$ cat config.mk
export PLATFORM = sky130hd
export DESIGN_NAME = hwpf_issuer_flat
export DESIGN_NICKNAME = d
export VERILOG_FILES = /design/src/rtl/hwpf_issuer_if.sv /design/src/rtl/hwpf_issuer.sv /design/src/flat_wrapper.sv
export SDC_FILE = /design/constraint.sdc
export NUM_CORES = 1
export LEC_CHECK = 0
export ABC_AREA = 1
export ABC_CLOCK_PERIOD_IN_PS = 2400
export CAP_MARGIN = 5
export CORE_MARGIN = 8
export CORE_UTILIZATION = 35
export CTS_CLUSTER_SIZE = 28
export DETAILED_ROUTE_END_ITERATION = 6
export GPL_ROUTABILITY_DRIVEN = 0
export PLACE_DENSITY = 0.55
export SYNTH_ARGS = -nofsm -noshare
export SYNTH_HDL_FRONTEND = slang
export SYNTH_SLANG_ARGS = --single-unit
$ cat constraint.sdc
create_clock -name clk_i -period 2.4 [get_ports clk_i]
set_input_delay 0.24 -clock clk_i [delete_from_list [all_inputs] [get_ports clk_i]]
set_output_delay 0.24 -clock clk_i [all_outputs]
set_load 0.02 [all_outputs]
$ cat src/rtl/hwpf_issuer_if.sv
// Prefetch-queue pop and HPDcache request/response signals seen by the prefetch issuer.
interface hwpf_issuer_if #(
    parameter int unsigned ADDR_W = 40,
    parameter int unsigned TID_W  = 7
);
    logic              fifo_read;
    logic              fifo_valid;
    logic [ADDR_W-1:0] fifo_addr;
    logic              dcache_req_valid;
    logic              dcache_req_ready;
    logic [ADDR_W-1:0] dcache_req_addr;
    logic [TID_W-1:0]  dcache_req_tid;
    logic              dcache_rsp_valid;
    logic [TID_W-1:0]  dcache_rsp_tid;

    // Issuer side
    modport master (
        output fifo_read, dcache_req_valid, dcache_req_addr, dcache_req_tid,
        input  fifo_valid, fifo_addr, dcache_req_ready, dcache_rsp_valid, dcache_rsp_tid
    );

    // Queue / cache side
    modport slave (
        input  fifo_read, dcache_req_valid, dcache_req_addr, dcache_req_tid,
        output fifo_valid, fifo_addr, dcache_req_ready, dcache_rsp_valid, dcache_rsp_tid
    );
endinterface

$ cat src/rtl/hwpf_issuer.sv
// Next-line prefetch issuer: pops the prefetch queue, filters in-flight duplicates,
// allocates a prefetch TID slot and issues line-aligned requests to the HPDcache.
module hwpf_issuer #(
    parameter int unsigned      MAX_INFLIGHT = 4,
    parameter int unsigned      ADDR_W       = 40,
    parameter int unsigned      LINE_BYTES   = 64,
    parameter int unsigned      TID_W        = 7,
    parameter logic [TID_W-1:0] TID_BASE     = 7'h40
) (
    input  logic                          clk_i,
    input  logic                          rst_ni,
    input  logic                          flush_i,
    input  logic                          lock_i,
    hwpf_issuer_if.master                 bus,
    output logic                          drop_o,
    output logic [$clog2(MAX_INFLIGHT):0] inflight_cnt_o,
    output logic                          busy_o
);
    localparam int unsigned SLOT_W = $clog2(MAX_INFLIGHT);
    localparam int unsigned CNT_W  = SLOT_W + 1;
    localparam int unsigned OFF_W  = $clog2(LINE_BYTES);
    localparam int unsigned LINE_W = ADDR_W - OFF_W;

    typedef enum logic [1:0] {IDLE, POP, WAIT, ISSUE} state_e;

    state_e                  state_q, state_d;
    logic [MAX_INFLIGHT-1:0] slot_valid_q, slot_valid_d;
    logic [LINE_W-1:0]       slot_line_q [MAX_INFLIGHT];
    logic [LINE_W-1:0]       req_line_q;
    logic [SLOT_W-1:0]       req_slot_q;
    logic [TID_W-1:0]        req_tid_q;
    logic [CNT_W-1:0]        cnt_q, cnt_d;

    logic [LINE_W-1:0] fifo_line;
    logic [SLOT_W-1:0] free_slot;
    logic [SLOT_W-1:0] rsp_slot;
    logic              dup_hit;
    logic              slot_full;
    logic              handshake;
    logic              rsp_hit;

    assign fifo_line = bus.fifo_addr[ADDR_W-1:OFF_W];
    assign slot_full = &slot_valid_q;
    assign handshake = (state_q == ISSUE) && bus.dcache_req_ready;
    assign rsp_slot  = bus.dcache_rsp_tid[SLOT_W-1:0];
    // TID_BASE is slot-count aligned, so the upper TID bits identify a prefetch response
    assign rsp_hit   = bus.dcache_rsp_valid
                     && (bus.dcache_rsp_tid[TID_W-1:SLOT_W] == TID_BASE[TID_W-1:SLOT_W])
                     && slot_valid_q[rsp_slot];

    // Lowest free slot and duplicate-line lookup
    always_comb begin
        dup_hit   = 1'b0;
        free_slot = '0;
        for (int i = int'(MAX_INFLIGHT) - 1; i >= 0; i--) begin
            if (!slot_valid_q[i]) begin
                free_slot = SLOT_W'(i);
            end
            if (slot_valid_q[i] && (slot_line_q[i] == fifo_line)) begin
                dup_hit = 1'b1;
            end
        end
    end

    // Slot occupancy update; the reserved slot is never valid, so free and allocate cannot collide
    always_comb begin
        slot_valid_d = slot_valid_q;
        if (rsp_hit) begin
            slot_valid_d[rsp_slot] = 1'b0;
        end
        if (handshake) begin
            slot_valid_d[req_slot_q] = 1'b1;
        end
        cnt_d = '0;
        for (int i = 0; i < int'(MAX_INFLIGHT); i++) begin
            cnt_d = cnt_d + CNT_W'(slot_valid_d[i]);
        end
    end

    always_ff @(posedge clk_i or negedge rst_ni) begin
        if (!rst_ni) begin
            state_q <= IDLE;
        end else begin
            state_q <= state_d;
        end
    end

    always_comb begin
        state_d = state_q;
        case (state_q)
            IDLE:    if (!lock_i && !flush_i && !slot_full) state_d = POP;
            POP:     state_d = flush_i ? IDLE : WAIT;
            WAIT:    state_d = (flush_i || !bus.fifo_valid || dup_hit) ? IDLE : ISSUE;
            ISSUE:   if (handshake || flush_i) state_d = IDLE;
            default: state_d = IDLE;
        endcase
    end

    always_ff @(posedge clk_i or negedge rst_ni) begin
        if (!rst_ni) begin
            slot_valid_q <= '0;
            cnt_q        <= '0;
            req_line_q   <= '0;
            req_slot_q   <= '0;
            req_tid_q    <= '0;
            for (int i = 0; i < int'(MAX_INFLIGHT); i++) begin
                slot_line_q[i] <= '0;
            end
        end else begin
            slot_valid_q <= slot_valid_d;
            cnt_q        <= cnt_d;
            if (handshake) begin
                slot_line_q[req_slot_q] <= req_line_q;
            end
            if ((state_q == WAIT) && (state_d == ISSUE)) begin
                req_line_q <= fifo_line;
                req_slot_q <= free_slot;
                req_tid_q  <= TID_BASE + TID_W'(free_slot);
            end
        end
    end

    always_comb begin
        bus.fifo_read        = (state_q == POP);
        bus.dcache_req_valid = (state_q == ISSUE);
        bus.dcache_req_addr  = {req_line_q, OFF_W'(0)};
        bus.dcache_req_tid   = req_tid_q;
        drop_o               = (state_q == WAIT) && bus.fifo_valid && dup_hit && !flush_i;
        busy_o               = (state_q != IDLE);
        inflight_cnt_o       = cnt_q;
    end
endmodule

$ cat src/flat_wrapper.sv
// flat-port wrapper written by rule: the top's interface ports become plain ports
module hwpf_issuer_flat 
#(
    parameter int unsigned      MAX_INFLIGHT = 4,
    parameter int unsigned      ADDR_W       = 40,
    parameter int unsigned      LINE_BYTES   = 64,
    parameter int unsigned      TID_W        = 7,
    parameter logic [TID_W-1:0] TID_BASE     = 7'h40
)
  (clk_i, rst_ni, flush_i, lock_i, drop_o, inflight_cnt_o, busy_o, bus_fifo_read, bus_dcache_req_valid, bus_dcache_req_addr, bus_dcache_req_tid, bus_fifo_valid, bus_fifo_addr, bus_dcache_req_ready, bus_dcache_rsp_valid, bus_dcache_rsp_tid);
  hwpf_issuer_if #(.ADDR_W(ADDR_W), .TID_W(TID_W)) bus_i ();
  input  logic clk_i;
  input  logic rst_ni;
  input  logic flush_i;
  input  logic lock_i;
  output logic drop_o;
  output logic [$clog2(MAX_INFLIGHT):0] inflight_cnt_o;
  output logic busy_o;
  output wire logic [$bits(bus_i.fifo_read)-1:0] bus_fifo_read;
  output wire logic [$bits(bus_i.dcache_req_valid)-1:0] bus_dcache_req_valid;
  output wire logic [$bits(bus_i.dcache_req_addr)-1:0] bus_dcache_req_addr;
  output wire logic [$bits(bus_i.dcache_req_tid)-1:0] bus_dcache_req_tid;
  input wire logic [$bits(bus_i.fifo_valid)-1:0] bus_fifo_valid;
  input wire logic [$bits(bus_i.fifo_addr)-1:0] bus_fifo_addr;
  input wire logic [$bits(bus_i.dcache_req_ready)-1:0] bus_dcache_req_ready;
  input wire logic [$bits(bus_i.dcache_rsp_valid)-1:0] bus_dcache_rsp_valid;
  input wire logic [$bits(bus_i.dcache_rsp_tid)-1:0] bus_dcache_rsp_tid;
  assign bus_fifo_read = bus_i.fifo_read;
  assign bus_dcache_req_valid = bus_i.dcache_req_valid;
  assign bus_dcache_req_addr = bus_i.dcache_req_addr;
  assign bus_dcache_req_tid = bus_i.dcache_req_tid;
  assign bus_i.fifo_valid = bus_fifo_valid;
  assign bus_i.fifo_addr = bus_fifo_addr;
  assign bus_i.dcache_req_ready = bus_dcache_req_ready;
  assign bus_i.dcache_rsp_valid = bus_dcache_rsp_valid;
  assign bus_i.dcache_rsp_tid = bus_dcache_rsp_tid;
  hwpf_issuer #(.MAX_INFLIGHT(MAX_INFLIGHT), .ADDR_W(ADDR_W), .LINE_BYTES(LINE_BYTES), .TID_W(TID_W), .TID_BASE(TID_BASE)) u_core (.clk_i(clk_i), .rst_ni(rst_ni), .flush_i(flush_i), .lock_i(lock_i), .bus(bus_i), .drop_o(drop_o), .inflight_cnt_o(inflight_cnt_o), .busy_o(busy_o));
endmodule
Word level (Yosys, flattened, before mapping) --
Index checks and enable logic that the tools add are counted.
Word-level totals: register bits 188, input port bits 54, output and inout bits 54, logic and storage cells 83
Cells by class: add/sub/neg operators 4, order comparisons 6, equality and inequality tests 9, muxes and demuxes 24, bitwise logic cells 4, reduce and logical (&&, ||, !) cells 26
Operators by type and width (count):
- $bwmux W136 | 1
- $eq A34 B34 Y1 | 4
- $demux W34 S2 | 1
- $mux W34 | 1
- $logic_and A1 B1 Y1 | 16
- $mux W2 | 8
- $mux W4 | 2
- $pmux W2 S4 | 1
- $add A7 B2 Y7 const A | 1
- $mux W1 | 7
- $add A3 B1 Y3 | 2
- $eq A2 B2 Y1 const B | 3
- $lt A2 B3 Y1 const B | 2
- $eq A5 B5 Y1 const B | 1
- $and A4 B4 Y4 | 1
- $demux W1 S2 | 2
- $ge A2 B1 Y1 const B | 2
- $logic_not A1 Y1 | 4
- $not A4 Y4 | 1
- $or A4 B4 Y4 | 1
- $reduce_and A4 Y1 | 1
- $ge A3 B3 Y1 const B | 1
- $logic_or A1 B1 Y1 | 3
- $lt A3 B1 Y1 const B | 1
- other kinds (6) | 6

Depth between registers and ports, before layout --
Gate-level depths: netlist of the first run.
depth after elaboration 12, gate-level depth with buffers 15, depth with buffers taken out 13

Worst setup path before layout of the first run --
Ideal clock, no wire load.
path kind reg-to-reg, from reg u_core.req_slot_q[0], to reg u_core.cnt_q[1] (netlist: u_core.inflight_cnt_o[1]), library setup time 0.126 ns, arrival 2.041 ns, required time 2.274 ns, slack 0.233 ns, stages on the path, launching flop included 8, path buffers 1, clock period less this slack 2.167 ns, cell sequence dfrtp_1 > inv_1 > nand3_1 > clkbuf_1 > nand2_1 > ha_1 > fa_1 > ha_1
Between the ends: longest elaborated chain between the ends 9, elaborated cells between the ends (all ways) 10, those cells by class add/sub (3); order compare (2); mux (3); bitwise (1); reduce/logical (1)
Ends and longest elaborated chain:
- start: declaration | line hwpf_issuer.sv:30 | logic [SLOT_W-1:0] req_slot_q;
- start signal: assignment | line hwpf_issuer.sv:117 | req_slot_q <= free_slot;
- $lt A2 B3 Y1 (not written as such) / $ge A2 B1 Y1 (equally long branches) | line hwpf_issuer.sv:72 | slot_valid_d[req_slot_q] = 1'b1;
- $logic_and A1 B1 Y1 (not written as such) | line hwpf_issuer.sv:72
- $mux W1 (not written as such) | line hwpf_issuer.sv:72
- $demux W1 S2 (*)
- $or A4 B4 Y4 (no source line) (*)
- $mux W4 (*) | line hwpf_issuer.sv:71 | if (handshake) begin
- named net u_core.slot_valid_d[0] | line hwpf_issuer.sv:27 | logic [MAX_INFLIGHT-1:0] slot_valid_q, slot_valid_d;
- $add A1 B1 Y2 (*) | line hwpf_issuer.sv:76 | cnt_d = cnt_d + CNT_W'(slot_valid_d[i]);
- $add A3 B1 Y3 (*) (2 in a row) | line hwpf_issuer.sv:76
- named net u_core.cnt_d[1] | line hwpf_issuer.sv:32 | logic [CNT_W-1:0] cnt_q, cnt_d;
- end signal: assignment | line hwpf_issuer.sv:111 | cnt_q <= cnt_d;
- end: declaration | line hwpf_issuer.sv:32
Mark *: on every way through the listed nets, which the timed path passes. The rest lies on a longest branch. A chain may end at the register's enable or synchronous reset.

Worst setup path after layout of the first run --
from reg u_core.slot_line_q[98] in the netlist's numbering, to out drop_o
Between the ends: longest elaborated chain between the ends 6
Ends and longest elaborated chain:
- start: declaration | line hwpf_issuer.sv:28 | logic [LINE_W-1:0] slot_line_q [MAX_INFLIGHT];
- start signal: indexed assignment | line hwpf_issuer.sv:113 | slot_line_q[req_slot_q] <= req_line_q;
- $eq A34 B34 Y1 | line hwpf_issuer.sv:59 | if (slot_valid_q[i] && (slot_line_q[i] == fifo_line)) begin
- $logic_and A1 B1 Y1 | line hwpf_issuer.sv:59
- $mux W1 (2 in a row) | line hwpf_issuer.sv:59
- $logic_and A1 B1 Y1 (2 in a row) | line hwpf_issuer.sv:128 | drop_o = (state_q == WAIT) && bus.fifo_valid && dup_hit && !flush_i;
- end: declaration | line flat_wrapper.sv:16 | output logic drop_o;
Every way passes these cells.

==> reports/metrics.cfg, run 1 <==
[global_routing]
grt_pass1_wl_mm = 58.92
grt_util_all_layers = 0.2159
overflow = 0
grt_max_degree = 69
antenna_found_initial = 0
grt_pass1_vias = 10030

[critical_path]
crit_chain = xnor2_1 -> nand4_1 -> nand3b_1 -> nor2_1 -> nor2_2 -> a21oi_2 -> buf_4 -> buf_6
crit_path_end_kind = primary output
worstSetupStartpointType = flip-flop
slowest_delay_ns = 0.39
path_class = flip-flop to primary output
slowest_stage = dfrtp_1
worstPathRequired_ns = 2.16
cp_max_fo = 2
cp.arrival_ns = 2.14

[detailed_routing]
drt_iter0_drc = 1059
vias = 10340
ant_nets = 0
routedWlPerCell_um = 17.77
wl_mm = 38.04
first_pass_iters = 7
via_per_inst = 4.830
drc_errors = 1

[sta]
min_period_ns = 2.378
fmax_mhz = 420.5
finalHoldViolCount = 0
fin_worst_hold_slack_ns = 0.1411
relSlewSlack = 0.5273
setup_viol = 0
fin_tns_setup_ns = 0
fin_crit_sh = 0.9908
final.setup_skew_ns = 0.01878
setup_ws_ns = 0.02207
drv_slew = 0
tightestPinTransition_ns = 0.7091
grt_setup_unrepaired = true

[place]
placedCellCount = 2088
hpwl_mm = 28.93
portBuffers = 91
pre_cts_ws_ns = -0.6028

[cts]
root_buffer = clkbuf_16
cts_buffers = 17
clk_latency_ns = 0.45
clock_sinks = 182
clockBufferDepth = 2
cts-htree-levels = 4
cts_tree = done
path_clk_slew_ns = 0.08

[outcome]
outcome = complete, but fails checks
violations = DRC

[logic_synthesis]
syn_inst = 1531
synth_warnings = 0
synth.ff_latch_count = 182
synth_enable_flop_cells = 0
netlist_top_cells_count = nand2_1 (615), dfrtp_1 (182), inv_1 (177)
synth_top_area_frac = 0.4379
synthTopCellsByArea = dfrtp_1 (44%), nand2_1 (22%), o21ai_0 (7.3%)
netlist_area_sq_um = 10400
synth-seq-area-share = 0.4379
synth.distinct_cells = 37
syn_area_per_cell_sq_um = 6.793
synth_most_common_cell = nand2_1
async_reset_ff_frac = 1.000
yosys.area.top_type = dfrtp_1
synth_ff_type = dfrtp_1

[pwr]
ir_drop_v = 0.0004519
p_leak_uw = 0.006842
power_density_nw_per_um2 = 683.0
total_power_uw = 9308

[final_layout]
final_net_count = 1795
drive_gt1_frac = 0.1770
instances_no_fill = 2141
antenna_cells = 0
syn_to_final_growth_pct = 31.05
fill_cells = 3040

[die]
die_w_um = 188.4
initial_core_util = 0.3528
core_sq_um = 29480
io_pins = 108
chipHeight_um = 188.4
dieArea_sq_um = 35490
rows = 63

[job]
drv_cap = 0

[min_path]
hp-class = input pin to flip-flop

-- final timing paths --
path                                                           from                                       end  slack (ns)  depth (start not counted)
max in group asynchronous                                    rst_ni        u_core.slot_line_q[86]$_DFFE_PN0P_        1.34                          3
min in group asynchronous                                    rst_ni       u_core.slot_line_q[130]$_DFFE_PN0P_        0.38                          2
max                              u_core.slot_line_q[98]$_DFFE_PN0P_                                    drop_o        0.02                          8
min                                               bus_fifo_addr[16]         u_core.req_line_q[10]$_DFFE_PN0P_        0.14                          3
min reg2reg                u_core.bus.dcache_req_tid[6]$_DFFE_PN0P_  u_core.bus.dcache_req_tid[6]$_DFFE_PN0P_        0.48                          2
max reg2reg                        u_core.slot_valid_q[3]$_DFF_PN0_        u_core.inflight_cnt_o[1]$_DFF_PN0_        0.16                          8
-- through the flow --
stage	utilization	cell area, sq um
floorplan	-	10430
global placement	0.4249	12530
detailed placement	0.4249	12530
CTS	0.4468	13170
global route	0.4623	13630
finish	0.4623	13630
-- kinds of logic after synthesis --
| family | after synthesis | share of synthesized area |
|---|---|---|
| AO/OA/AOI/OAI | 176 | 0.08554 |
| XOR/XNOR | 36 | 0.03032 |
| adder cells (fa/ha/maj) | 3 | 0.004331 |
| buffers and inverters | 267 | 0.1064 |
| flip-flops | 182 | 0.4379 |
| other | 1 | 0.0003606 |
| AND/OR/NAND/NOR | 866 | 0.3352 |
-- cells in the final DEF (no fill, tap or decap), types with 5 or more instances in the layout --
cell type	instances
clkinv_4	5
dlymetal6s2s_1	21
o21ai_0	148
clkbuf_16	17
inv_2	33
nand3_2	6
buf_12	6
nand4_1	19
buf_6	5
xnor2_1	23
nand3_1	64
nand2_2	39
nor2_1	110
clkdlybuf4s50_1	63
conb_1	10
dfrtp_2	5
dlygate4sd2_1	5
nand2_1	586
nor2_2	21
buf_4	135
o21ai_1	15
inv_1	175
xnor2_2	9
dfrtp_1	177
-- worst max-delay path, delay by kind of cell (launching register included) --
| kind | cells | cell delay [ns] |
|---|---|---|
| xor+xnor | 1 | 0.36 |
| buf+inv | 2 | 0.25 |
| simple gates | 4 | 0.54 |
| flops | 1 | 0.39 |
| compound gates | 1 | 0.14 |
-- report_power, final --
group | internal [uW] | switching [uW]
sequential | 3460 | 380
combinational | 1070 | 1560
clock | 1410 | 1430
total | 5940 | 3370
-- routing by layer --
| metal | up-vias | global-route usage | wire length, um |
|---|---|---|---|
| met3 | 72 | 0.04270 | 2653 |
| li1 | 5082 | - | - |
| met5 | - | 0 | 0 |
| met4 | 0 | 0.07456 | 1203 |
| met2 | 383 | 0.3356 | 16840 |
| met1 | 4805 | 0.2960 | 17330 |
-- sequential cells by signal, summed over array words and instances, names as in the netlist --
register	cells
u_core.slot_line_q	136
u_core.req_line_q	34
u_core.slot_valid_q	4
u_core.inflight_cnt_o	3
u_core.bus.dcache_req_tid	2
u_core.state_q	2
u_core.req_slot_q	1
-- area by class of cell --
type | instances | area (sq um) | area share
well taps | 390 | 488.0 | 0.03580
inverters | 208 | 780.7 | 0.05728
repair buffers | 237 | 2151 | 0.1578
multi-input cells | 1092 | 5074 | 0.3723
clock inverters | 14 | 136.4 | 0.01001
clock buffers | 18 | 439.2 | 0.03222
flip-flops and latches | 182 | 4561 | 0.3346
-- repair_timing --
item                                    4_1_cts  5_1_grt
setup buffers                                 1       18
pin swaps                                     2       30
hold endpoints to repair                     63        0
hold buffers                                  1        0
resized for setup                            23       99
cloned                                        1        0
endpoints found under the setup margin       38       30
No activity file was read; power rests on OpenSTA's default activity.
==> run 2, diff against run 1 <==
- GPL_TIMING_DRIVEN: default -> 0
- SKIP_CTS_REPAIR_TIMING: default -> 1
==> run 2 against run 1 <==
The run now ends clean. Final area down 7.1%. First-iteration DRC count decreased by 6.8%. Total power is 1.1% lower. Sequential cell count unchanged. Clock skew decreased by 0.0019 ns. Global-route usage increased by 0.24 points. Die area unchanged. Combinational power down 7%. Sequential share of layout area grew 2.5 points.
==> reports/metrics.cfg, run 2 (synthesized netlist as in run 1, its figures left out) <==
[outcome]
outcome = completed

[cts]
cts-htree-levels = 4  ; unchanged
path_clk_slew_ns = 0.08  ; about the same
cts_tree = done
clockBufferDepth = 2  ; unchanged
cts_buffers = 17  ; unchanged
clock_sinks = 182  ; unchanged
root_buffer = clkbuf_16
clk_latency_ns = 0.45  ; about the same

[global_routing]
grt_pass1_wl_mm = 59.16  ; +0.41%
grt_util_all_layers = 0.2183  ; +0.002416
overflow = 0  ; unchanged
grt_use_met3 = 0.03549  ; -0.007209
antenna_found_initial = 0  ; unchanged
grt_max_degree = 101  ; +46%
grt_pass1_vias = 9748  ; -2.8%
use_met2 = 0.3417  ; +0.006109
use_met1 = 0.3025  ; +0.006472
grt.busiest_layer = met2

[sta]
fmax_mhz = 426.0  ; +1.3%
setup_viol = 0  ; unchanged
setup_ws_ns = 0.05260  ; +0.03054 ns
finalHoldViolCount = 0  ; unchanged
final.setup_skew_ns = 0.01689  ; -0.001891 ns
grt_setup_unrepaired = true
drv_slew = 0  ; unchanged
relSlewSlack = 0.5374  ; +0.01010
min_period_ns = 2.347  ; -0.03054 ns
fin_crit_sh = 0.9781  ; -0.01272
tightestPinTransition_ns = 0.6939  ; -0.01515 ns

[detailed_routing]
ant_nets = 0  ; unchanged
via_per_inst = 4.926  ; +2.0%
drt_iter0_drc = 987  ; -6.8%
wl_mm = 38.84  ; +2.1%
routedWlPerCell_um = 18.98  ; +6.8%
drc_errors = 0  ; -1
vias = 10080  ; -2.5%
first_pass_iters = 7  ; unchanged

[pwr]
total_power_uw = 9205  ; -1.1%
p_leak_uw = 0.006287  ; -8.1%
ir_drop_v = 0.0004032  ; -11%
power_density_nw_per_um2 = 726.7  ; +6.4%

[critical_path]
crit_path_end_kind = primary output
cp.arrival_ns = 2.11  ; -0.03 ns
reg2reg_depth = 8  ; unchanged
worstPathRequired_ns = 2.16  ; about the same
path_class = flip-flop to primary output
cp_max_fo = 2  ; unchanged
worstSetupStartpointType = flip-flop
ff2ff_setup_slack_ns = 0.11  ; -0.05 ns
r2r-end = u_core.inflight_cnt_o[1]$_DFF_PN0_
rr_startpoint = u_core.state_q[1]$_DFF_PN0_

[final_layout]
syn_to_final_growth_pct = 21.80
final-seq-area_sq_um = 4561  ; unchanged
antenna_cells = 0  ; unchanged
reg_top3 = u_core.slot_line_q (136), u_core.req_line_q (34), u_core.slot_valid_q (4)
fill_cells = 3130  ; +3.0%
largest_register = u_core.slot_line_q
final_common_cell = nand2_1
drive_gt1_frac = 0.09958  ; -0.07746
instances_no_fill = 2047  ; -4.4%
multi_input_area_sq_um = 4977  ; -1.9%
largest_reg_flops = 136  ; unchanged
final_net_count = 1701  ; -5.2%
final_cell_mix = nand2_1 (606), dfrtp_1 (177), inv_1 (176)

[die]
initial_core_util = 0.3528  ; unchanged
core_sq_um = 29480  ; unchanged
io_pins = 108  ; unchanged
rows = 63  ; unchanged
chipHeight_um = 188.4  ; unchanged
dieArea_sq_um = 35490  ; unchanged
die_w_um = 188.4  ; unchanged

[place]
pre_cts_ws_ns = -0.6404  ; -0.03761 ns
placedCellCount = 2011  ; -3.7%
portBuffers = 80  ; -12%
hpwl_mm = 30.49  ; +5.4%

[min_path]
hold_depth = 3  ; unchanged
hp-start = bus_fifo_addr[12]
hp-class = input pin to flip-flop
hold_path_end = u_core.req_line_q[6]$_DFFE_PN0P_

[job]
drv_cap = 0  ; unchanged

-- run 2: stage by stage --
stage / setup TNS, ns / util / cell area (sq um) / hold WS (ns)
floorplan: 0 / - / 10430 / -0.05559
global placement: -1227.31 / 0.3976 / 11720 / 0.4529
detailed placement: -10.29 / 0.3987 / 11760 / 0.2783
CTS: -1.314 / 0.4192 / 12360 / -0.1928
global route: -0.003824 / 0.4297 / 12670 / 0.1146
finish: 0 / 0.4297 / 12670 / 0.1169
-- run 2: how the worst max path moves through the flow --
stage,from,end,slack [ns]
6_report,u_core.slot_line_q[16]$_DFFE_PN0P_,drop_o,0.05
5_1_grt,u_core.state_q[1]$_DFF_PN0_,u_core.inflight_cnt_o[1]$_DFF_PN0_,-0.004
4_1_cts,u_core.slot_line_q[22]$_DFFE_PN0P_,drop_o,-0.67
3_5_place_dp,bus_dcache_req_ready,u_core.inflight_cnt_o[1]$_DFF_PN0_,-0.64
3_3_place_gp,rst_ni,u_core.req_line_q[20]$_DFFE_PN0P_,-6.71
2_1_floorplan,u_core.req_slot_q[0]$_DFFE_PN0P_,u_core.inflight_cnt_o[1]$_DFF_PN0_,0.23
-- run 2: power by group --
part / switching, uW / leakage (uW) / internal [uW] / total (uW)
clock network: 1440 / 0.000294 / 1500 / 2940
registers: 373 / 0.00247 / 3460 / 3830
logic: 1510 / 0.00352 / 927 / 2440
total: 3320 / 0.00629 / 5890 / 9200
-- run 2: per-layer routing --
metal,vias to the layer above,part of all wire
met5,-,0
met4,0,0.032
met3,68,0.071
met2,370,0.44
met1,4747,0.45
li1,4898,-
-- run 2: critical path, stage by stage (launching register included) --
cell and delay, ns:
dfrtp_1 0.42, xnor2_2 0.23, nand3_1 0.09, nor2_1 0.21, nand3_1 0.14, nor2_2 0.16
nor2_2 0.09, a21oi_2 0.18, buf_6 0.14
-- run 2: layout make-up --
type	instances	area share
clock buffers	17	0.03358
plain buffers	59	0.02618
flip-flops and latches	182	0.3600
inverters	208	0.06164
multi-input cells	1091	0.3929
clock inverters	15	0.01412
well taps	390	0.03852
repair buffers	85	0.07300
